==> config.mk <==
export PLATFORM = sky130hd
export DESIGN_NAME = fetch
export DESIGN_NICKNAME = d
export VERILOG_FILES = /design/src/rtl/fetch.sv
export SDC_FILE = /design/constraint.sdc
export NUM_CORES = 1
export LEC_CHECK = 0
export BUFFER_PORTS_ARGS = -buffer_cell sky130_fd_sc_hd__buf_2
export CAP_MARGIN = 20
export CELL_PAD_IN_SITES_DETAIL_PLACEMENT = 0
export CELL_PAD_IN_SITES_GLOBAL_PLACEMENT = 1
export CORE_AREA = 2 2 81 141
export CTS_CLUSTER_SIZE = 14
export DETAILED_ROUTE_END_ITERATION = 8
export DIE_AREA = 0 0 83 143
export GPL_TIMING_DRIVEN = 0
export PLACE_DENSITY = 0.74
export SLEW_MARGIN = 10
export SYNTH_ARGS = -nofsm -noshare
export SYNTH_HDL_FRONTEND = slang
export SYNTH_SLANG_ARGS = --single-unit
==> constraint.sdc <==
create_clock -name clock -period 7.8 [get_ports clock]
set_input_delay 0.78 -clock clock [delete_from_list [all_inputs] [get_ports clock]]
set_output_delay 0.78 -clock clock [all_outputs]
set_load 0.01 [all_outputs]
==> src/rtl/fetch.sv <==
// Instruction fetch: one outstanding imem request feeding a small decode FIFO.
// Define FETCH_PREFETCH_BUF_EN for a 2-entry buffer; default build uses 1 entry.
module fetch #(
    parameter logic [15:0] RESET_PC = 16'h3000
) (
    input  logic        clock,
    input  logic        reset,
    input  logic        enable_fetch,
    input  logic        br_taken,
    input  logic [15:0] taddr,
    output logic        imem_req,
    output logic [15:0] imem_addr,
    input  logic        imem_ack,
    input  logic [15:0] imem_rdata,
    output logic        instr_valid,
    output logic [15:0] instr_dout,
    output logic [15:0] npc_out,
    input  logic        enable_decode,
    output logic [15:0] pc
);

`ifdef FETCH_PREFETCH_BUF_EN
    localparam int unsigned DEPTH = 2;
`else
    localparam int unsigned DEPTH = 1;
`endif
    localparam int unsigned PTR_W = (DEPTH > 1) ? $clog2(DEPTH) : 1;
    localparam int unsigned CNT_W = $clog2(DEPTH + 1);

    localparam logic [0:0] S_IDLE = 1'b0;
    localparam logic [0:0] S_REQ  = 1'b1;

    typedef struct packed {
        logic [15:0] instr;
        logic [15:0] npc;
    } entry_t;

    logic [0:0]       state, state_nx;
    logic [15:0]      pc_nx;
    logic             imem_req_nx;
    logic [15:0]      imem_addr_nx;
    logic             squash, squash_nx;
    logic [CNT_W-1:0] count, count_nx;
    logic [PTR_W-1:0] rd_ptr, rd_ptr_nx;
    logic [PTR_W-1:0] wr_ptr, wr_ptr_nx;
    logic             push_c;
    logic             pop_c;
    logic             space_c;
    entry_t           push_data_c;
    entry_t           head_c;
    entry_t           mem [DEPTH];

    function automatic logic [PTR_W-1:0] ptr_inc(input logic [PTR_W-1:0] p);
        return (p == PTR_W'(DEPTH - 1)) ? '0 : p + PTR_W'(1);
    endfunction

    // Head of the buffer; outputs read as zero whenever the buffer is empty
    assign head_c      = mem[rd_ptr];
    assign instr_valid = (count != '0);
    assign instr_dout  = instr_valid ? head_c.instr : 16'h0000;
    assign npc_out     = instr_valid ? head_c.npc   : 16'h0000;

    assign pop_c   = instr_valid && enable_decode && !br_taken;
    // A slot being freed this cycle may be reserved by the new request
    assign space_c = (count < CNT_W'(DEPTH)) || (instr_valid && enable_decode);

    // Request sequencing, redirect and squash handling
    always_comb begin
        state_nx     = state;
        pc_nx        = pc;
        imem_req_nx  = imem_req;
        imem_addr_nx = imem_addr;
        squash_nx    = squash;
        push_c       = 1'b0;
        push_data_c  = '{instr: imem_rdata, npc: imem_addr + 16'd1};
        case (state)
            S_IDLE: begin
                if (br_taken) begin
                    pc_nx = taddr;
                end else if (enable_fetch && space_c) begin
                    state_nx     = S_REQ;
                    imem_req_nx  = 1'b1;
                    imem_addr_nx = pc;
                end
            end
            S_REQ: begin
                if (imem_ack) begin
                    state_nx    = S_IDLE;
                    imem_req_nx = 1'b0;
                    squash_nx   = 1'b0;
                    if (br_taken) begin
                        pc_nx = taddr;
                    end else if (!squash) begin
                        push_c = 1'b1;
                        pc_nx  = imem_addr + 16'd1;
                    end
                end else if (br_taken) begin
                    squash_nx = 1'b1;
                    pc_nx     = taddr;
                end
            end
            default: begin
                state_nx    = S_IDLE;
                imem_req_nx = 1'b0;
            end
        endcase
    end

    // Buffer occupancy and pointers; a redirect empties the buffer outright
    always_comb begin
        count_nx  = count;
        rd_ptr_nx = rd_ptr;
        wr_ptr_nx = wr_ptr;
        if (br_taken) begin
            count_nx  = '0;
            rd_ptr_nx = '0;
            wr_ptr_nx = '0;
        end else begin
            if (push_c) wr_ptr_nx = ptr_inc(wr_ptr);
            if (pop_c)  rd_ptr_nx = ptr_inc(rd_ptr);
            if (push_c && !pop_c)      count_nx = count + CNT_W'(1);
            else if (pop_c && !push_c) count_nx = count - CNT_W'(1);
        end
    end

    always_ff @(posedge clock) begin
        if (!reset) begin
            state     <= S_IDLE;
            pc        <= RESET_PC;
            imem_req  <= 1'b0;
            imem_addr <= 16'h0000;
            squash    <= 1'b0;
            count     <= '0;
            rd_ptr    <= '0;
            wr_ptr    <= '0;
        end else begin
            state     <= state_nx;
            pc        <= pc_nx;
            imem_req  <= imem_req_nx;
            imem_addr <= imem_addr_nx;
            squash    <= squash_nx;
            count     <= count_nx;
            rd_ptr    <= rd_ptr_nx;
            wr_ptr    <= wr_ptr_nx;
        end
    end

    // Buffer storage needs no reset: reads are masked while empty
    always_ff @(posedge clock) begin
        if (push_c) mem[wr_ptr] <= push_data_c;
    end

endmodule

==> flow_metrics.env <==
export IMPL_outcome="complete, no violations"
export IMPL_dr_max_layer_used="met4"
export IMPL_hold_violations=0
export IMPL_wl_met1_microns=3330
export IMPL_syn_area_per_cell_sq_um=10.8
export IMPL_htreeDepth=3
export IMPL_finalSetupViolations=0
export IMPL_ys_warn_count=0
export IMPL_crit_path_cell_trace="clkbuf_1, and2_1, buf_2"
export IMPL_hp_class="flip-flop to flip-flop"
export IMPL_synth_cell_types=39
export IMPL_cts_buffers=9
export IMPL_root_buffer="clkbuf_16"
export IMPL_fillers=1111
export IMPL_yosysMostFrequentCell="dfxtp_1"
export IMPL_wirelength_microns=8730
export IMPL_antenna_found_initial=0
export IMPL_wl_met3_microns=389
export IMPL_cellLeakagePower_uw=0.00193
export IMPL_synth_nets=329
export IMPL_num_io_pins=104
export IMPL_slew_headroom=0.618
export IMPL_worstMarginPinSlew_ns=0.573
export IMPL_drt_iter0_drc=66
export IMPL_wl_per_cell_microns=16.2
export IMPL_required_ns=7.02
export IMPL_dp_hpwl_microns=6770
export IMPL_critPathMaxStageDelay_ns=0.49
export IMPL_yosysTopAreaCell="edfxtp_1"
export IMPL_clockBufferDepth=2
export IMPL_via_per_inst=4.73
export IMPL_fin_crit_sh=0.296
export IMPL_drv_slew=0
export IMPL_cp_end_kind="output pin"
export IMPL_synth_commonest_cells="dfxtp_1, and2_1, edfxtp_1, nand2_1, mux2i_1"
export IMPL_track_usage=0.150
export IMPL_p_per_area_mw_per_mm2=207
export IMPL_antenna_cells=0
export IMPL_power_uw=853
export IMPL_grt_overflow=0
export IMPL_maxCapViolations=0
export IMPL_die_area_sq_mm=0.0119
export IMPL_routed_via_count=2543
export IMPL_synth_area_leaders="edfxtp_1, dfxtp_1, and2_1"
export IMPL_drc=0
export IMPL_ant_nets=0
export IMPL_tns_ns=0
export IMPL_crit_type="flip-flop to output pin"
export IMPL_area_growth_pct=31.7
export IMPL_mappedNetlistArea_sq_mm=0.00313
export IMPL_met2WireLength_microns=4730
export IMPL_first_pass_iters=4
export IMPL_synth_edf_count=32
export IMPL_rsz0062_at_grt="false"
export IMPL_drive_gt1_frac=0.319
export IMPL_dominantRegCellSynth="dfxtp_1"
export IMPL_grt_pass1_wl_microns=13600
export IMPL_rows=50
export IMPL_synth_top_area_frac=0.307
export IMPL_ir_drop_uv=117
export IMPL_io_buffers=102
export IMPL_synthArstFlopShare=0
export IMPL_yosysSeqAreaShare=0.538
export IMPL_nNetsFinal=443
export IMPL_cts_sinks=68
export IMPL_syn_inst=289
export IMPL_start_util=0.292
export IMPL_core_area_sq_mm=0.0107
export IMPL_cts_setup_buffers=0
export IMPL_grt_pass1_vias=2535
export IMPL_clock_fmax_mhz=433
export IMPL_hold_buffers=0
export IMPL_clock_latency_ns=0.33
export IMPL_cp_arrival_ns=1.53
export IMPL_finalCriticalPeriod_ns=2.31
export IMPL_grt_max_degree=29
export IMPL_start_kind="flip-flop"
export IMPL_cts_resized=0
export IMPL_routabilityCongestion=0.801
export IMPL_clk_pin_slew_ns=0.05
export IMPL_yosys_register_bits=68
export IMPL_fin_worst_skew_ns=0.00611
export IMPL_critPathMaxFanout=10
export IMPL_die_h_microns=143
export IMPL_hold_slack_ns=0.455
export IMPL_die_w_microns=83
export IMPL_cp_slowest_cell="dfxtp_1"
export IMPL_cts_tree="yes"
==> state kept, by name (all words and copies together) (netlist names) <==
| register | flops |
|---|---|
| imem_addr | 16 |
| imem_req | 1 |
| instr_valid | 1 |
| mem | 32 |
| pc | 16 |
| squash | 1 |
| state | 1 |
==> worst max-delay path, delay by kind of cell, from the launching register on <==
family / cells / cell delay, ns
AND/OR/NAND/NOR: 1 / 0.20
flip-flops: 1 / 0.49
buffers and inverters: 2 / 0.51
==> worst paths after layout <==
| check | start | to | slack [ns] | cells past startpoint |
|---|---|---|---|---|
| worst max-delay path | instr_valid | npc_out[5] | 5.49 | 3 |
| worst min-delay path | imem_req | imem_req | 0.45 | 2 |
| worst max register to register | state | instr_valid | 5.79 | 7 |
| worst min register to register | imem_req | imem_req | 0.45 | 2 |
==> logic make-up (layout without fill, tap and decap cells) <==
family	Yosys count	after routing	share of synthesized area
DFF	68	68	0.538
xor gates and xnor gates	13	13	0.0364
AOI/OAI and AO/OA	39	39	0.0964
buffers and inverters	25	144	0.0348
and+or+nand+nor	123	123	0.226
adders and majority gates	2	2	0.00800
muxes	19	19	0.0608
==> stage by stage <==
| step | util | worst slack (ns) | instances | cell area, sq um |
|---|---|---|---|---|
| after global routing | 0.385 | 5.26 | 538 | 4120 |
| after global placement | 0.355 | 3.50 | 521 | 3800 |
| after CTS | 0.385 | 5.37 | 538 | 4120 |
| final | 0.385 | 5.49 | 538 | 4120 |
| after floorplan | - | 4.55 | 289 | 3130 |
| after detailed placement | 0.358 | 5.26 | 522 | 3830 |
==> layer usage <==
| layer | GRT usage | vias to the layer above |
|---|---|---|
| li1 | - | 1257 |
| met1 | 0.153 | 1190 |
| met2 | 0.279 | 80 |
| met3 | 0.0364 | 16 |
| met4 | 0.0820 | 0 |
| met5 | 0 | - |
==> cell type report <==
cell class                      count  area (sq um)  area share
Clock buffer                       13           272      0.0659
Inverter                            5          18.8     0.00456
Clock inverter                      3          18.8     0.00456
Tap cell                          130           163      0.0395
Sequential cell                    68          1680       0.408
Buffer                             20          90.1      0.0219
Multi-Input combinational cell    196          1350       0.327
Timing Repair Buffer              103           531       0.129
==> power by group <==
group	switching, uW	leakage (uW)	total (uW)	internal, uW
logic	37.5	0.00118	69.8	32.3
clock network	145	0.000145	388	243
registers	10.8	0.000601	395	384
total	194	0.00193	853	659
==> placed cells by master, fill, tap and decap left out, types with 4 or more instances in the layout <==
cell and count:
nand4_1 5, edfxtp_1 32, nor4_1 4, clkbuf_16 10, o31a_1 5, o311a_1 6, xor2_1 8, clkbuf_1 13
buf_2 106, nor2_1 14, o21ai_0 6, nand2b_1 9, nor2b_1 16, a21oi_1 6, dfxtp_1 36, mux2i_1 19
inv_1 5, nand2_1 21, xnor2_1 5, o31ai_1 5, nand3_1 8, and2_1 34, nand3b_1 4, o211a_1 4
No activity file was read; power rests on OpenSTA's default activity.
